File: config.mk
export PLATFORM = sky130hd
export DESIGN_NAME = vanilla_sb_stall_attributor
export DESIGN_NICKNAME = d
export VERILOG_FILES = /design/src/rtl/vanilla_sb_stall_attributor_pkg.sv /design/src/rtl/vanilla_scoreboard_tracker_pkg.sv /design/src/rtl/vanilla_sb_cause_encoder.sv /design/src/rtl/vanilla_sb_stall_attributor.sv
export SDC_FILE = /design/constraint.sdc
export NUM_CORES = 1
export LEC_CHECK = 0
export BUFFER_PORTS_ARGS = -buffer_cell sky130_fd_sc_hd__buf_2
export CAP_MARGIN = 20
export CORE_UTILIZATION = 30
export DETAILED_ROUTE_END_ITERATION = 8
export PLACE_DENSITY = 0.59
export SETUP_SLACK_MARGIN = 0.1
export SYNTH_ARGS = -nofsm -noshare
export SYNTH_HDL_FRONTEND = slang
export SYNTH_SLANG_ARGS = --single-unit
export TNS_END_PERCENT = 30
File: constraint.sdc
create_clock -name clk_i -period 68.4 [get_ports clk_i]
set_clock_uncertainty 0.15 [all_clocks]
set_input_delay 13.68 -clock clk_i [delete_from_list [all_inputs] [get_ports clk_i]]
set_output_delay 13.68 -clock clk_i [all_outputs]
set_load 0.05 [all_outputs]
File: src/rtl/vanilla_sb_stall_attributor_pkg.sv
// Cause classes and dump geometry for the stall attributor.
// VANILLA_SB_STALL_EPISODE_EN adds two episode words (count, max length) to the dump.
package vanilla_sb_stall_attributor_pkg;

    // Lower value wins when several classes hit in the same cycle.
    typedef enum logic [3:0] {
        CauseIntDram    = 4'd0,
        CauseFpDram     = 4'd1,
        CauseIntGlobal  = 4'd2,
        CauseFpGlobal   = 4'd3,
        CauseIntGroup   = 4'd4,
        CauseFpGroup    = 4'd5,
        CauseIdiv       = 4'd6,
        CauseFdivFsqrt  = 4'd7,
        CauseOther      = 4'd8,
        CauseEpisodeCnt = 4'd9,
        CauseEpisodeMax = 4'd10
    } stall_cause_e;

    localparam int unsigned num_cause_gp = 9;

`ifdef VANILLA_SB_STALL_EPISODE_EN
    localparam int unsigned num_dump_words_gp = 11;
`else
    localparam int unsigned num_dump_words_gp = 9;
`endif

    localparam int unsigned dump_idx_width_gp = 4;
    localparam logic [dump_idx_width_gp-1:0] last_dump_idx_gp =
        dump_idx_width_gp'(num_dump_words_gp - 1);

endpackage

File: src/rtl/vanilla_scoreboard_tracker_pkg.sv
// Scoreboard entry types shared between the scoreboard tracker and its consumers.
// Each register slot reports which kind of long-latency producer it is waiting on.
package vanilla_scoreboard_tracker_pkg;

    localparam int unsigned RV32_reg_els_gp = 32;

    typedef struct packed {
        logic remote_dram_load;
        logic remote_global_load;
        logic remote_group_load;
        logic idiv;
    } vanilla_isb_info_s;

    typedef struct packed {
        logic remote_dram_load;
        logic remote_global_load;
        logic remote_group_load;
        logic fdiv_fsqrt;
    } vanilla_fsb_info_s;

endpackage

File: src/rtl/vanilla_sb_cause_encoder.sv
// Combinational cause encoder: masks plus scoreboards -> one-hot stall cause,
// lowest class index wins, CauseOther when no class hits.
module vanilla_sb_cause_encoder
    import vanilla_scoreboard_tracker_pkg::*;
    import vanilla_sb_stall_attributor_pkg::*;
#(
    parameter int unsigned reg_els_p = RV32_reg_els_gp
) (
    input  logic                             int_dep_mask_i,
    input  logic [reg_els_p-1:0]             float_dep_mask_i,
    input  vanilla_isb_info_s [reg_els_p-1:0] int_sb_i,
    input  vanilla_fsb_info_s [reg_els_p-1:0] float_sb_i,
    input  logic [reg_els_p-1:0]             int_dep_mask_full_i,
    output logic [num_cause_gp-1:0]          cause_oh_o
);

    logic [num_cause_gp-1:0] w_hit;
    logic [num_cause_gp-1:0] w_low;

    // OR-reduce per-register producer kinds into raw class hits; x0 never carries a dependency
    always_comb begin
        w_hit = '0;
        for (int r = 0; r < int'(reg_els_p); r++) begin
            if (r != 0 && int_dep_mask_full_i[r]) begin
                w_hit[CauseIntDram]   |= int_sb_i[r].remote_dram_load;
                w_hit[CauseIntGlobal] |= int_sb_i[r].remote_global_load;
                w_hit[CauseIntGroup]  |= int_sb_i[r].remote_group_load;
                w_hit[CauseIdiv]      |= int_sb_i[r].idiv;
            end
            if (float_dep_mask_i[r]) begin
                w_hit[CauseFpDram]    |= float_sb_i[r].remote_dram_load;
                w_hit[CauseFpGlobal]  |= float_sb_i[r].remote_global_load;
                w_hit[CauseFpGroup]   |= float_sb_i[r].remote_group_load;
                w_hit[CauseFdivFsqrt] |= float_sb_i[r].fdiv_fsqrt;
            end
        end
        // bit 0 of the int mask is the same x0 slot; folded in so it is read but never hits
        w_hit[CauseOther] = 1'b0 & int_dep_mask_i;
    end

    // Keep only the lowest set hit; fall back to CauseOther
    always_comb begin
        w_low      = w_hit & (~w_hit + num_cause_gp'(1));
        cause_oh_o = w_low;
        if (w_hit == '0) begin
            cause_oh_o[CauseOther] = 1'b1;
        end
    end

endmodule

File: src/rtl/vanilla_sb_stall_attributor.sv
// Attributes each ID dependency-stall cycle to one cause class and keeps saturating
// per-class counters, drained one word per beat through a valid/yumi dump port.
// VANILLA_SB_STALL_EPISODE_EN adds episode count / max episode length (dump words 9, 10).
module vanilla_sb_stall_attributor
    import vanilla_scoreboard_tracker_pkg::*;
    import vanilla_sb_stall_attributor_pkg::*;
#(
    parameter int unsigned counter_width_p = 32,
    localparam int unsigned reg_els_lp = RV32_reg_els_gp
) (
    input  logic                              clk_i,
    input  logic                              reset_n_i,
    input  logic                              stall_depend_i,
    input  logic                              stall_all_i,
    input  logic                              flush_i,
    input  logic [reg_els_lp-1:0]             int_dep_mask_i,
    input  logic [reg_els_lp-1:0]             float_dep_mask_i,
    input  vanilla_isb_info_s [reg_els_lp-1:0] int_sb_i,
    input  vanilla_fsb_info_s [reg_els_lp-1:0] float_sb_i,
    input  logic                              clear_on_dump_i,
    input  logic                              dump_req_i,
    output logic                              dump_busy_o,
    output logic                              dump_v_o,
    output logic [dump_idx_width_gp-1:0]      dump_idx_o,
    output logic [counter_width_p-1:0]        dump_data_o,
    input  logic                              dump_yumi_i
);

    typedef enum logic [0:0] {StIdle, StDump} state_e;

    state_e                         r_state, w_state_d;
    logic [dump_idx_width_gp-1:0]   r_idx, w_idx_d;
    logic [counter_width_p-1:0]     r_cnt    [num_cause_gp];
    logic [counter_width_p-1:0]     w_cnt_d  [num_cause_gp];
    logic [counter_width_p-1:0]     r_shadow [num_dump_words_gp];
    logic [counter_width_p-1:0]     w_snap   [num_dump_words_gp];
    logic [num_cause_gp-1:0]        w_cause_oh;
    logic                           w_counted;
    logic                           w_accept;
    logic                           w_clear;

    function automatic logic [counter_width_p-1:0] sat_inc(
        input logic [counter_width_p-1:0] v,
        input logic                       en
    );
        return (en && (v != '1)) ? v + counter_width_p'(1) : v;
    endfunction

    vanilla_sb_cause_encoder #(
        .reg_els_p (reg_els_lp)
    ) u_encoder (
        .int_dep_mask_i      (int_dep_mask_i[0]),
        .float_dep_mask_i    (float_dep_mask_i),
        .int_sb_i            (int_sb_i),
        .float_sb_i          (float_sb_i),
        .int_dep_mask_full_i (int_dep_mask_i),
        .cause_oh_o          (w_cause_oh)
    );

    assign w_counted = stall_depend_i & ~stall_all_i & ~flush_i;
    assign w_clear   = w_accept & clear_on_dump_i;

    // Dump FSM: accept a request only in idle, walk indices on each yumi
    always_comb begin
        w_state_d = r_state;
        w_idx_d   = r_idx;
        w_accept  = 1'b0;
        unique case (r_state)
            StIdle: begin
                if (dump_req_i) begin
                    w_accept  = 1'b1;
                    w_state_d = StDump;
                    w_idx_d   = '0;
                end
            end
            StDump: begin
                if (dump_yumi_i) begin
                    if (r_idx == last_dump_idx_gp) begin
                        w_state_d = StIdle;
                        w_idx_d   = '0;
                    end else begin
                        w_idx_d = r_idx + dump_idx_width_gp'(1);
                    end
                end
            end
            default: begin
                w_state_d = StIdle;
                w_idx_d   = '0;
            end
        endcase
    end

    // Live class counters; a clear restarts from zero but still takes this cycle's hit
    always_comb begin
        for (int k = 0; k < int'(num_cause_gp); k++) begin
            w_cnt_d[k] = sat_inc(w_clear ? '0 : r_cnt[k], w_counted & w_cause_oh[k]);
        end
    end

`ifdef VANILLA_SB_STALL_EPISODE_EN
    logic                       r_ep_active, w_ep_active_d;
    logic [counter_width_p-1:0] r_ep_len, w_ep_len_d;
    logic [counter_width_p-1:0] r_ep_cnt, w_ep_cnt_d;
    logic [counter_width_p-1:0] r_ep_max, w_ep_max_d;

    // Episode tracking: stall_all pauses a run, any other uncounted cycle (or flush) ends it
    always_comb begin
        w_ep_active_d = r_ep_active;
        w_ep_len_d    = r_ep_len;
        w_ep_cnt_d    = w_clear ? '0 : r_ep_cnt;
        w_ep_max_d    = w_clear ? '0 : r_ep_max;
        if (w_counted) begin
            w_ep_active_d = 1'b1;
            w_ep_len_d    = sat_inc(r_ep_len, 1'b1);
        end else if (stall_all_i && !flush_i) begin
            w_ep_active_d = r_ep_active;
        end else if (r_ep_active) begin
            w_ep_cnt_d    = sat_inc(w_ep_cnt_d, 1'b1);
            if (r_ep_len > w_ep_max_d) begin
                w_ep_max_d = r_ep_len;
            end
            w_ep_active_d = 1'b0;
            w_ep_len_d    = '0;
        end
    end

    // Episode state registers
    always_ff @(posedge clk_i) begin
        if (!reset_n_i) begin
            r_ep_active <= 1'b0;
            r_ep_len    <= '0;
            r_ep_cnt    <= '0;
            r_ep_max    <= '0;
        end else begin
            r_ep_active <= w_ep_active_d;
            r_ep_len    <= w_ep_len_d;
            r_ep_cnt    <= w_ep_cnt_d;
            r_ep_max    <= w_ep_max_d;
        end
    end
`endif

    // Values captured into the shadow on accept (pre-increment state)
    always_comb begin
        for (int k = 0; k < int'(num_cause_gp); k++) begin
            w_snap[k] = r_cnt[k];
        end
`ifdef VANILLA_SB_STALL_EPISODE_EN
        w_snap[CauseEpisodeCnt] = r_ep_cnt;
        w_snap[CauseEpisodeMax] = r_ep_max;
`endif
    end

    // FSM state and dump index
    always_ff @(posedge clk_i) begin
        if (!reset_n_i) begin
            r_state <= StIdle;
            r_idx   <= '0;
        end else begin
            r_state <= w_state_d;
            r_idx   <= w_idx_d;
        end
    end

    // Live counters
    always_ff @(posedge clk_i) begin
        if (!reset_n_i) begin
            for (int k = 0; k < int'(num_cause_gp); k++) begin
                r_cnt[k] <= '0;
            end
        end else begin
            for (int k = 0; k < int'(num_cause_gp); k++) begin
                r_cnt[k] <= w_cnt_d[k];
            end
        end
    end

    // Shadow array, only written on accept so a held word stays stable
    always_ff @(posedge clk_i) begin
        if (!reset_n_i) begin
            for (int k = 0; k < int'(num_dump_words_gp); k++) begin
                r_shadow[k] <= '0;
            end
        end else if (w_accept) begin
            for (int k = 0; k < int'(num_dump_words_gp); k++) begin
                r_shadow[k] <= w_snap[k];
            end
        end
    end

    // Dump port outputs; data forced to zero outside a dump
    always_comb begin
        dump_v_o    = (r_state == StDump);
        dump_busy_o = (r_state == StDump);
        dump_idx_o  = r_idx;
        dump_data_o = '0;
        if (r_state == StDump && r_idx <= last_dump_idx_gp) begin
            dump_data_o = r_shadow[r_idx];
        end
    end

endmodule
==> metrics.yaml, run 1 <==
worst_setup_path:
  crit_chain: "buf_4 -> mux4_2 -> mux2i_1 -> nor2_1 -> a21oi_1 -> nor2_1 -> buf_2"
  end_kind: "output port"
  cp.arrival_ps: 3980
  cp_slowest_cell: "dfxtp_4"
  path_depth: 7
  critPathMaxStageDelay_ps: 780
  reg2reg_depth: 11
  cp_top_family: "multiplexers"
  criticalPathCategory: "reg -> out"
  worst_setup_path_start_kind: "flop"
  cp_num_buf_inv: 2
  r2r_start: "dump_busy_o"
  cp_data_required_time_ps: 54570
  path_max_fanout: 34
  rr_endpoint: "r_cnt[0][242]"
  rrSetupSlack_ps: 63780
  cpMostUsedCell: "nor2_1"
cells_and_area:
  layout_common_cells: "buf_2, and2_1, dfxtp_1"
  fillers: 9649
  layout_commonest_cell: "buf_2"
  area.sequential_um2: 14600
  utilization_pct: 35.7
  drive_gt1_share_pct: 18.3
  nets: 3481
  multi_input_area_um2: 13700
  syn_to_final_growth_pct: 17.6
sta:
  finalCritPeriodShare_pct: 26.0
  setup_violations: 0
  relSlewSlack_pct: 28.4
  hold_viol: 0
  fin_hold_ws_ps: 336
  finalMaxSlewViolations: 0
  layout_setup_ws_ps: 50590
  tns_ps: 0
  finalCriticalPeriod_ps: 17810
  rsz0062_at_grt: "false"
  fmax_mhz: 56.1
  tightestPinTransition_ps: 1070
place:
  port_buffers: 360
  place_congestion: 0.918
  pre_cts_ws_ps: 50400
  dp.final_hpwl_mm: 70.0
global_route:
  grt_start_max_net_pins: 138
  grt_remaining_overflow: 0
  grt_pass1_wl_mm: 140
  grt_pass1_vias: 21807
  grt_usage_pct: 18.9
  antenna_found_initial: 12
power_and_ir_drop:
  peakVddDrop_uv: 20.1
  leakage_nw: 12.3
  p_per_area_nw_per_um2: 22.6
  finalPower_mw: 0.771
route:
  wl_per_cell_um: 21.4
  avgViaCountPerCell: 5.22
  vias: 23285
  first_iter_violations: 1825
  remaining_drc_errors: 0
  final_antenna_net_count: 0
  routed_wl_mm: 95.5
  firstDrtPassIters: 5
die:
  initial_utilization_pct: 30.4
  io_pins: 366
  core_um2: 95400
  placementRows: 113
  die_area_um2: 97900
  die_w_um: 313
  die_h_um: 313
clock_network:
  ctsHoldBuffers: 0
  post_cts_resized: 0
  clk_path_buf_depth: 3
  h-tree-depth: 2
  cts_tree: "yes"
  worstSkewPairLatency_ps: 640
  post-cts-setup-buffer-count: 0
  cts.sinks: 585
  cts_buffers: 60
  cts_root_buf: "clkbuf_16"
  clkTransAtPathRegs_ps: 60
synth:
  synthTopCellsByArea: "edfxtp_1, dfxtp_1, and2_1, mux4_2, nand4_1"
  synth_top_cell_by_area: "edfxtp_1"
  async_flop_share_pct: 0
  synth_top_area_share_pct: 29.8
  synth_area_um2: 29000
  ys.flop_type: "dfxtp_1"
  ys_ff_latch: 585
  syn_avg_cell_area_um2: 10.1
  synth-edff-count: 288
  yosysSeqAreaShare_pct: 50.3
  ys_types: 72
  syn_inst: 2858
  yosys_warnings: 0
  synth_nets: 3197
hold_path:
  min_to: "r_cnt[0][13]"
  min-delay-start: "r_cnt[0][13]"
  holdPathStages: 2
  hp-class: "reg -> reg"
outcome:
  outcome: "finished clean"
flow_run:
  maxCapViolations: 0
==> stage by stage <==
| step | cells | area [µm²] |
|---|---|---|
| floorplan | 2858 | 29000 |
| global placement | 4342 | 32000 |
| detailed placement | 4342 | 32000 |
| CTS | 4456 | 34000 |
| global route | 4463 | 34100 |
| finish | 4465 | 34100 |
==> synthesized netlist by cell type (all sizes together), types with 3 or more instances <==
library cell	number
mux2i	38
o311a	3
nor2b	15
nand3b	4
nand2	221
nor3	66
and2	357
and3	60
and4	33
a21boi	13
a21oi	75
or3	37
dfxtp	297
a2111oi	4
xor2	114
nor4	28
nor2	272
nand2b	3
a221oi	6
o211ai	6
nor4b	6
xnor2	73
a21o	4
mux4	64
or4	20
o31ai	13
buf	47
a22o	6
a222oi	4
or2	5
inv	24
o21a	8
edfxtp	288
a22oi	108
o21ai	61
a31o	4
clkbuf	124
nor3b	4
o2111ai	9
nand4	174
ha	11
nand3	131
==> sequential cells by signal, indices dropped and copies added, names as in the netlist, named ones only <==
signal,cells
dump_busy_o,1
dump_idx_o,4
r_cnt,288
r_shadow,288
==> power by group <==
group	internal [mW]	total (mW)	switching (mW)
Combinational	0.0182	0.0542	0.0360
Sequential	0.377	0.381	0.00422
Clock	0.196	0.336	0.140
Total	0.591	0.771	0.180
==> how the worst max path moves through the flow <==
stage          slack [ps]                 from         endpoint
3_3_place_gp        50400  float_dep_mask_i[6]    r_cnt[0][261]
4_1_cts             50470                 flop  dump_data_o[25]
5_1_grt             50320                 flop  dump_data_o[24]
2_1_floorplan       33150           dump_req_i   r_shadow[0][0]
3_5_place_dp        50400  float_dep_mask_i[6]    r_cnt[0][261]
6_report            50590                 flop  dump_data_o[28]
==> logic make-up after synthesis <==
logic type | synth area share, %
and+or+nand+nor | 26.8
DFF | 50.3
AOI/OAI and AO/OA | 7.79
buffers and inverters | 2.66
xor gates and xnor gates | 5.65
muxes | 6.28
adders and majority gates | 0.475
==> cell type report <==
| class | instances | share of cell area [%] |
|---|---|---|
| antenna | 6 | 0.0440 |
| clock buffer | 94 | 5.19 |
| clock inverter | 20 | 0.741 |
| inverter | 24 | 0.264 |
| multi-input combinational | 2078 | 40.2 |
| sequential | 585 | 42.8 |
| tap | 1265 | 4.64 |
| timing repair buffer | 393 | 6.13 |
==> routing by layer <==
layer / vias to the layer above / wire length [µm] / GRT usage (%)
met5: - / 19 / 0
met4: 4 / 4160 / 8.04
met3: 165 / 5890 / 2.92
met2: 808 / 46300 / 32.3
met1: 11278 / 39200 / 23.8
li1: 11030 / - / -
==> worst register-to-register path: cells and delay by family (launching register included) <==
| kind | cells | cell delay (ps) |
|---|---|---|
| compound gates | 2 | 310 |
| fa+ha+maj | 1 | 240 |
| buf+inv | 1 | 420 |
| flops | 1 | 590 |
| simple gates | 7 | 2850 |
(Power assumes the default switching activity.)
==> inputs of run 2 (changes only) <==
Settings changed: PLACE_DENSITY 0.59 to 0.6.
Clock period 68.4 ns to 14.6 ns, I/O delays scaled along.
==> run 2 against run 1 <==
Compared with the run above: count of clock-buffer cells in the layout is 4 higher; largest cell class unchanged; total power grew to 4.8 times the previous value; critical path type unchanged; combinational power grew to 4.7 times the previous value; die area unchanged; global-route usage increased by 0.10 points; worst setup slack got worse by 43000 ps; sequential power rose to 4.7 times the previous value; non-clock buffer count is 7 lower; sequential share of layout area shrank 0.13 points.
==> metrics.yaml, run 2 (synthesis gave the netlist of run 1 again) <==
cells_and_area:
  multi_input_area_um2: 13700  # unchanged
  fillers: 9571  # was 9,649
  syn_to_final_growth_pct: 18.0  # was 17.6%
  nets: 3480  # was 3,481
  stdcell_count: 4464  # was 4,465
  layout_commonest_cell: "buf_2"  # unchanged
  layout_common_cells: "buf_2, and2_1, dfxtp_1"  # unchanged
  area.sequential_um2: 14600  # unchanged
  drive_gt1_share_pct: 18.3  # about the same
worst_setup_path:
  path_max_fanout: 34  # unchanged
  end_kind: "output port"  # unchanged
  worst_setup_path_start_kind: "flop"  # unchanged
  cp.arrival_ps: 3930  # was 3980 ps
  r2r_start: "dump_busy_o"  # unchanged
  cp_data_required_time_ps: 11530  # was 54,570 ps
  reg2reg_depth: 13  # was 11
  criticalPathCategory: "reg -> out"  # unchanged
clock_network:
  ctsHoldBuffers: 0  # unchanged
  cts.sinks: 585  # unchanged
  cts_root_buf: "clkbuf_16"  # unchanged
  post-cts-setup-buffer-count: 0  # unchanged
  clk_path_buf_depth: 3  # unchanged
  worstSkewPairLatency_ps: 600  # was 640 ps
  cts_tree: "yes"  # unchanged
  post_cts_resized: 0  # unchanged
  clkTransAtPathRegs_ps: 60  # about the same
  cts_buffers: 66  # was 60
  h-tree-depth: 3  # was 2
place:
  place_congestion: 0.987  # was 0.918
  port_buffers: 360  # unchanged
  dp.final_hpwl_mm: 68.3  # was 70.0 mm
  dp.cells: 4337  # was 4,342
outcome:
  outcome: "finished clean"  # unchanged
power_and_ir_drop:
  p_sw_share_pct: 23.1  # was 23.4%
  clock_power_share_pct: 45.1  # was 43.6%
  switchingPower_mw: 0.856  # was 0.180 mW
  p_int_mw: 2.86  # was 0.591 mW
  leakage_nw: 12.4  # was 12.3 nW
  seqPwrFrac_pct: 48.1  # was 49.4%
  peakVddDrop_uv: 69.1  # was 20.1 µV
  p_per_area_nw_per_um2: 109  # was 22.6 nW/µm²
  pwr-share-comb_pct: 6.8  # was 7.0%
die:
  die_w_um: 313  # unchanged
  die_area_um2: 97900  # unchanged
  io_pins: 366  # unchanged
  initial_utilization_pct: 30.4  # unchanged
  die_h_um: 313  # unchanged
  core_um2: 95400  # unchanged
  placementRows: 113  # unchanged
route:
  avgViaCountPerCell: 5.21  # was 5.22
  routed_wl_mm: 94.7  # was 95.5 mm
  vias: 23252  # was 23,285
  remaining_drc_errors: 0  # unchanged
  first_iter_violations: 2052  # was 1,825
  firstDrtPassIters: 6  # was 5
  final_antenna_net_count: 0  # unchanged
  wl_per_cell_um: 21.2  # was 21.4 µm
global_route:
  use_met3_pct: 2.98  # was 2.92%
  gr-max-usage-layer: "met2"  # unchanged
  grt.met2_usage_pct: 31.9  # was 32.3%
  grt_start_max_net_pins: 289  # was 138
  grt_pass1_wl_mm: 141  # was 140 mm
  grt_usage_pct: 19.0  # was 18.9%
  antenna_found_initial: 12  # unchanged
  met1_usage_pct: 24.1  # was 23.8%
  grt_pass1_vias: 22123  # was 21,807
  grt_remaining_overflow: 0  # unchanged
hold_path:
  holdPathStages: 2  # unchanged
  min-delay-start: "r_cnt[0][36]"  # was r_cnt[0][13]
  hp-class: "reg -> reg"  # unchanged
sta:
  relSlewSlack_pct: 22.7  # was 28.4%
  hold_viol: 0  # unchanged
  finalCriticalPeriod_ps: 7000
  finalMaxSlewViolations: 0  # unchanged
  tns_ps: 0  # unchanged
  fmax_mhz: 143
  fin_hold_ws_ps: 324  # was 336 ps
  setup_violations: 0  # unchanged
  finalCritPeriodShare_pct: 48.0
  tightestPinTransition_ps: 1150  # was 1070 ps
  rsz0062_at_grt: "false"  # unchanged
flow_run:
  maxCapViolations: 0  # unchanged
==> run 2: cell count changes in the layout (fill, tap and decap cells not counted), moves of 3 or more <==
| cell | before | now |
|---|---|---|
| buf_4 | 29 | 23 |
| clkbuf_16 | 60 | 72 |
| clkbuf_8 | 14 | 7 |
| clkinv_1 | 2 | 5 |
==> run 2: final timing paths <==
kind | end | slack [ps]
setup / recovery | dump_data_o[24] | 7600
hold / removal | r_cnt[0][36] | 320
setup reg to reg | r_cnt[0][191] | 9580
hold reg to reg | r_cnt[0][36] | 320
==> run 2: through the flow <==
stage | total power [mW] | utilization [%] | setup WS [ps] | instance area, µm²
after global routing | 3.83 | 35.8 | 7350 | 34200
after floorplan | 1.95 | - | 3450 | 29000
after global placement | 2.07 | 33.5 | 7410 | 32000
after CTS | 3.75 | 35.8 | 7510 | 34200
after detailed placement | 2.08 | 33.5 | 7360 | 32000
final | 3.71 | 35.8 | 7600 | 34200
==> run 2: power groups by stage <==
stage | clock, mW | combinational (mW) | sequential [mW]
2_1_floorplan | 0 | 0.129 | 1.82
3_3_place_gp | 0 | 0.254 | 1.82
3_5_place_dp | 0 | 0.255 | 1.82
4_1_cts | 1.71 | 0.256 | 1.79
5_1_grt | 1.77 | 0.270 | 1.79
6_report | 1.67 | 0.253 | 1.78
==> run 2: critical path: stages (launching register included) <==
cell	delay (ps)
dfxtp_4	820
buf_4	660
mux4_2	620
mux2i_1	560
nor2_1	80
a21oi_1	230
nor2_1	70
buf_2	220
==> run 2: area by class of cell <==
cell class | instances | share of cell area, %
diodes | 6 | 0.0439
clock buffers | 98 | 5.76
clock inverters | 22 | 0.618
inverters | 24 | 0.263
multi-input cells | 2078 | 40.0
flip-flops and latches | 585 | 42.7
well taps | 1265 | 4.63
repair buffers | 386 | 5.95
==> run 2: metal layers <==
layer / vias up / part of all wire (%)
met4: 4 / 4.2
met1: 11141 / 41
met3: 164 / 6.7
met2: 914 / 48
met5: - / 0.027
li1: 11029 / -
==> inputs of run 3 (changes only) <==
Settings changed: ABC_AREA set to 1, PLACE_DENSITY 0.6 to 0.58.
Clock period 14.6 ns to 7.3 ns, I/O delays scaled along.
==> run 3 against run 2 <==
Compared with the run above: routed wire length up 40%; final cell count up 68%; global-route usage up 2.1 points; count of clock-buffer cells in the layout down 4; worst setup slack worse by 5600 ps; non-clock buffer count up 11.
==> metrics.yaml, run 3 <==
outcome:
  outcome: "finished clean"  # unchanged
synth:
  ys.flop_type: "dfxtp_1"  # unchanged
  syn_inst: 5576  # was 2,858
  ys_types: 41  # was 72
  synth_top_area_share_pct: 24.0  # was 29.8%
  synthTopCellsByArea: "edfxtp_1, nand2_1, dfxtp_1, nor2_1, inv_1"  # was edfxtp_1, dfxtp_1, and2_1, mux4_2, nand4_1
  synth_nets: 5915  # was 3,197
  synth.most_common_cell: "nand2_1"  # was and2_1
  ys_ff_latch: 585  # unchanged
  synth_area_um2: 36000  # was 29,000 µm²
  async_flop_share_pct: 0  # unchanged
  synth-edff-count: 288  # unchanged
  syn_avg_cell_area_um2: 6.46  # was 10.1 µm²
  yosysSeqAreaShare_pct: 40.5  # was 50.3%
  yosys_warnings: 0  # unchanged
  synth_commonest_cells: "nand2_1, nor2_1, inv_1, nand3_1, dfxtp_1"  # was and2_1, dfxtp_1, edfxtp_1, nor2_1, nand2_1
  synth_top_cell_by_area: "edfxtp_1"  # unchanged
route:
  first_iter_violations: 3506  # was 2,052
  routed_wl_mm: 132  # was 94.7 mm
  firstDrtPassIters: 6  # unchanged
  final_antenna_net_count: 0  # unchanged
  vias: 35806  # was 23,252
  avgViaCountPerCell: 4.79  # was 5.21
  remaining_drc_errors: 0  # unchanged
  wl_per_cell_um: 17.7  # was 21.2 µm
sta:
  setup_violations: 0  # unchanged
  finalMaxSlewViolations: 0  # unchanged
  fin_hold_ws_ps: 355  # was 324 ps
  finalCritPeriodShare_pct: 72.7
  tightestPinTransition_ps: 1120  # was 1150 ps
  fmax_mhz: 188
  hold_viol: 0  # unchanged
  tns_ps: 0  # unchanged
  relSlewSlack_pct: 25.1  # was 22.7%
  rsz0062_at_grt: "false"  # unchanged
  finalCriticalPeriod_ps: 5310
place:
  dp.final_hpwl_mm: 99.8  # was 68.3 mm
  port_buffers: 360  # unchanged
  place_congestion: 0.941  # was 0.987
  dp.cells: 7343  # was 4,337
die:
  initial_utilization_pct: 30.4  # about the same
  die_h_um: 349  # was 313 µm
  placementRows: 126  # was 113
  die_area_um2: 122000  # was 97,900 µm²
  core_um2: 119000  # was 95,400 µm²
  die_w_um: 349  # was 313 µm
  io_pins: 366  # unchanged
worst_setup_path:
  rrSetupSlack_ps: 2700  # was 9580 ps
  criticalPathCategory: "reg -> out"  # unchanged
  worst_setup_path_start_kind: "flop"  # unchanged
  rr_endpoint: "r_cnt[0][284]"  # was r_cnt[0][191]
  end_kind: "output port"  # unchanged
  r2r_start: "dump_busy_o"  # unchanged
  reg2reg_depth: 12  # was 13
  path_max_fanout: 64  # was 34
  cp_data_required_time_ps: 5690  # was 11,530 ps
  cp.arrival_ps: 3700  # was 3930 ps
clock_network:
  ctsHoldBuffers: 0  # unchanged
  cts_buffers: 71  # was 66
  h-tree-depth: 3  # unchanged
  cts_root_buf: "clkbuf_16"  # unchanged
  worstSkewPairLatency_ps: 620  # was 600 ps
  clkTransAtPathRegs_ps: 60  # about the same
  post-cts-setup-buffer-count: 0  # unchanged
  cts.sinks: 585  # unchanged
  clk_path_buf_depth: 3  # unchanged
  cts_tree: "yes"  # unchanged
  post_cts_resized: 0  # unchanged
cells_and_area:
  layout_common_cells: "nand2_1, nor2_1, inv_1"  # was buf_2, and2_1, dfxtp_1
  nets: 6156  # was 3,480
  area.sequential_um2: 14600  # about the same
  layout_commonest_cell: "nand2_1"  # was buf_2
  multi_input_area_um2: 17300  # was 13,700 µm²
  fillers: 13048  # was 9,571
  syn_to_final_growth_pct: 15.0  # was 18.0%
  stdcell_count: 7478  # was 4,464
  utilization_pct: 34.9  # was 35.8%
  drive_gt1_share_pct: 10.3  # was 18.3%
power_and_ir_drop:
  leakage_nw: 17.9  # was 12.4 nW
  p_per_area_nw_per_um2: 190  # was 109 nW/µm²
  peakVddDrop_uv: 164  # was 69.1 µV
global_route:
  grt_pass1_vias: 32685  # was 22,123
  grt_start_max_net_pins: 181  # was 289
  grt_pass1_wl_mm: 198  # was 141 mm
  grt_remaining_overflow: 0  # unchanged
  antenna_found_initial: 8  # was 12
  grt_usage_pct: 21.2  # was 19.0%
hold_path:
  min_to: "r_cnt[0][40]"  # was r_cnt[0][36]
  holdPathStages: 2  # unchanged
  min-delay-start: "r_cnt[0][40]"  # was r_cnt[0][36]
  hp-class: "reg -> reg"  # unchanged
flow_run:
  maxCapViolations: 0  # unchanged
[run 3: area by class of cell]
class,count,share of cell area [%]
Antenna cell,3,0.0181
Clock buffer,94,4.80
Clock inverter,37,0.861
Inverter,811,7.36
Multi-Input combinational cell,3951,41.7
Sequential cell,585,35.2
Tap cell,1600,4.83
Timing Repair Buffer,397,5.23
[run 3: cell families after synthesis]
kind of cell | after synthesis | share of synthesized area [%]
adders and majority gates | 11 | 0.382
xor gates and xnor gates | 60 | 1.46
AOI/OAI and AO/OA | 428 | 6.42
DFF | 585 | 40.5
and+or+nand+nor | 3452 | 39.5
buffers and inverters | 1040 | 11.7
[run 3: metal layers]
metal	global-route usage (%)	vias to the layer above	share of wire (%)
li1	-	17929	-
met1	31.8	16531	48
met2	31.8	1194	43
met3	2.95	152	7.1
met4	4.72	0	1.9
met5	0	-	0
[run 3: how the worst max path moves through the flow]
stage | start | to | slack, ps | cells past startpoint
floorplan | dump_req_i | r_shadow[0][0] | 530 | 2
global placement | clear_on_dump_i | r_cnt[0][58] | 1820 | 14
detailed placement | clear_on_dump_i | r_cnt[0][61] | 1800 | 14
CTS | flop | dump_data_o[1] | 2050 | 10
global route | flop | dump_data_o[21] | 1890 | 9
finish | flop | dump_data_o[1] | 1990 | 10
[run 3: per-stage QoR]
step | worst slack [ps] | total power, mW | instance area [µm²]
2_1_floorplan | 533 | 3.98 | 36000
3_3_place_gp | 1820 | 4.30 | 39000
3_5_place_dp | 1800 | 4.30 | 39000
4_1_cts | 2050 | 7.92 | 41400
5_1_grt | 1890 | 8.10 | 41400
6_report | 1990 | 7.87 | 41400
[run 3: worst max-delay path, stage by stage (launching register included)]
cell	delay, ps
dfxtp_2	460
buf_4	280
clkinv_1	60
buf_4	460
o21ai_0	180
o22ai_1	680
nand2_1	140
nand3_1	160
o211ai_1	110
inv_1	180
buf_2	290
[run 3: where the power goes]
group | total, mW | leakage (nW) | internal (mW) | switching [mW]
registers | 3.57 | 5.52 | 3.53 | 0.0468
logic | 0.664 | 11.2 | 0.177 | 0.487
clock network | 3.63 | 1.14 | 2.14 | 1.49
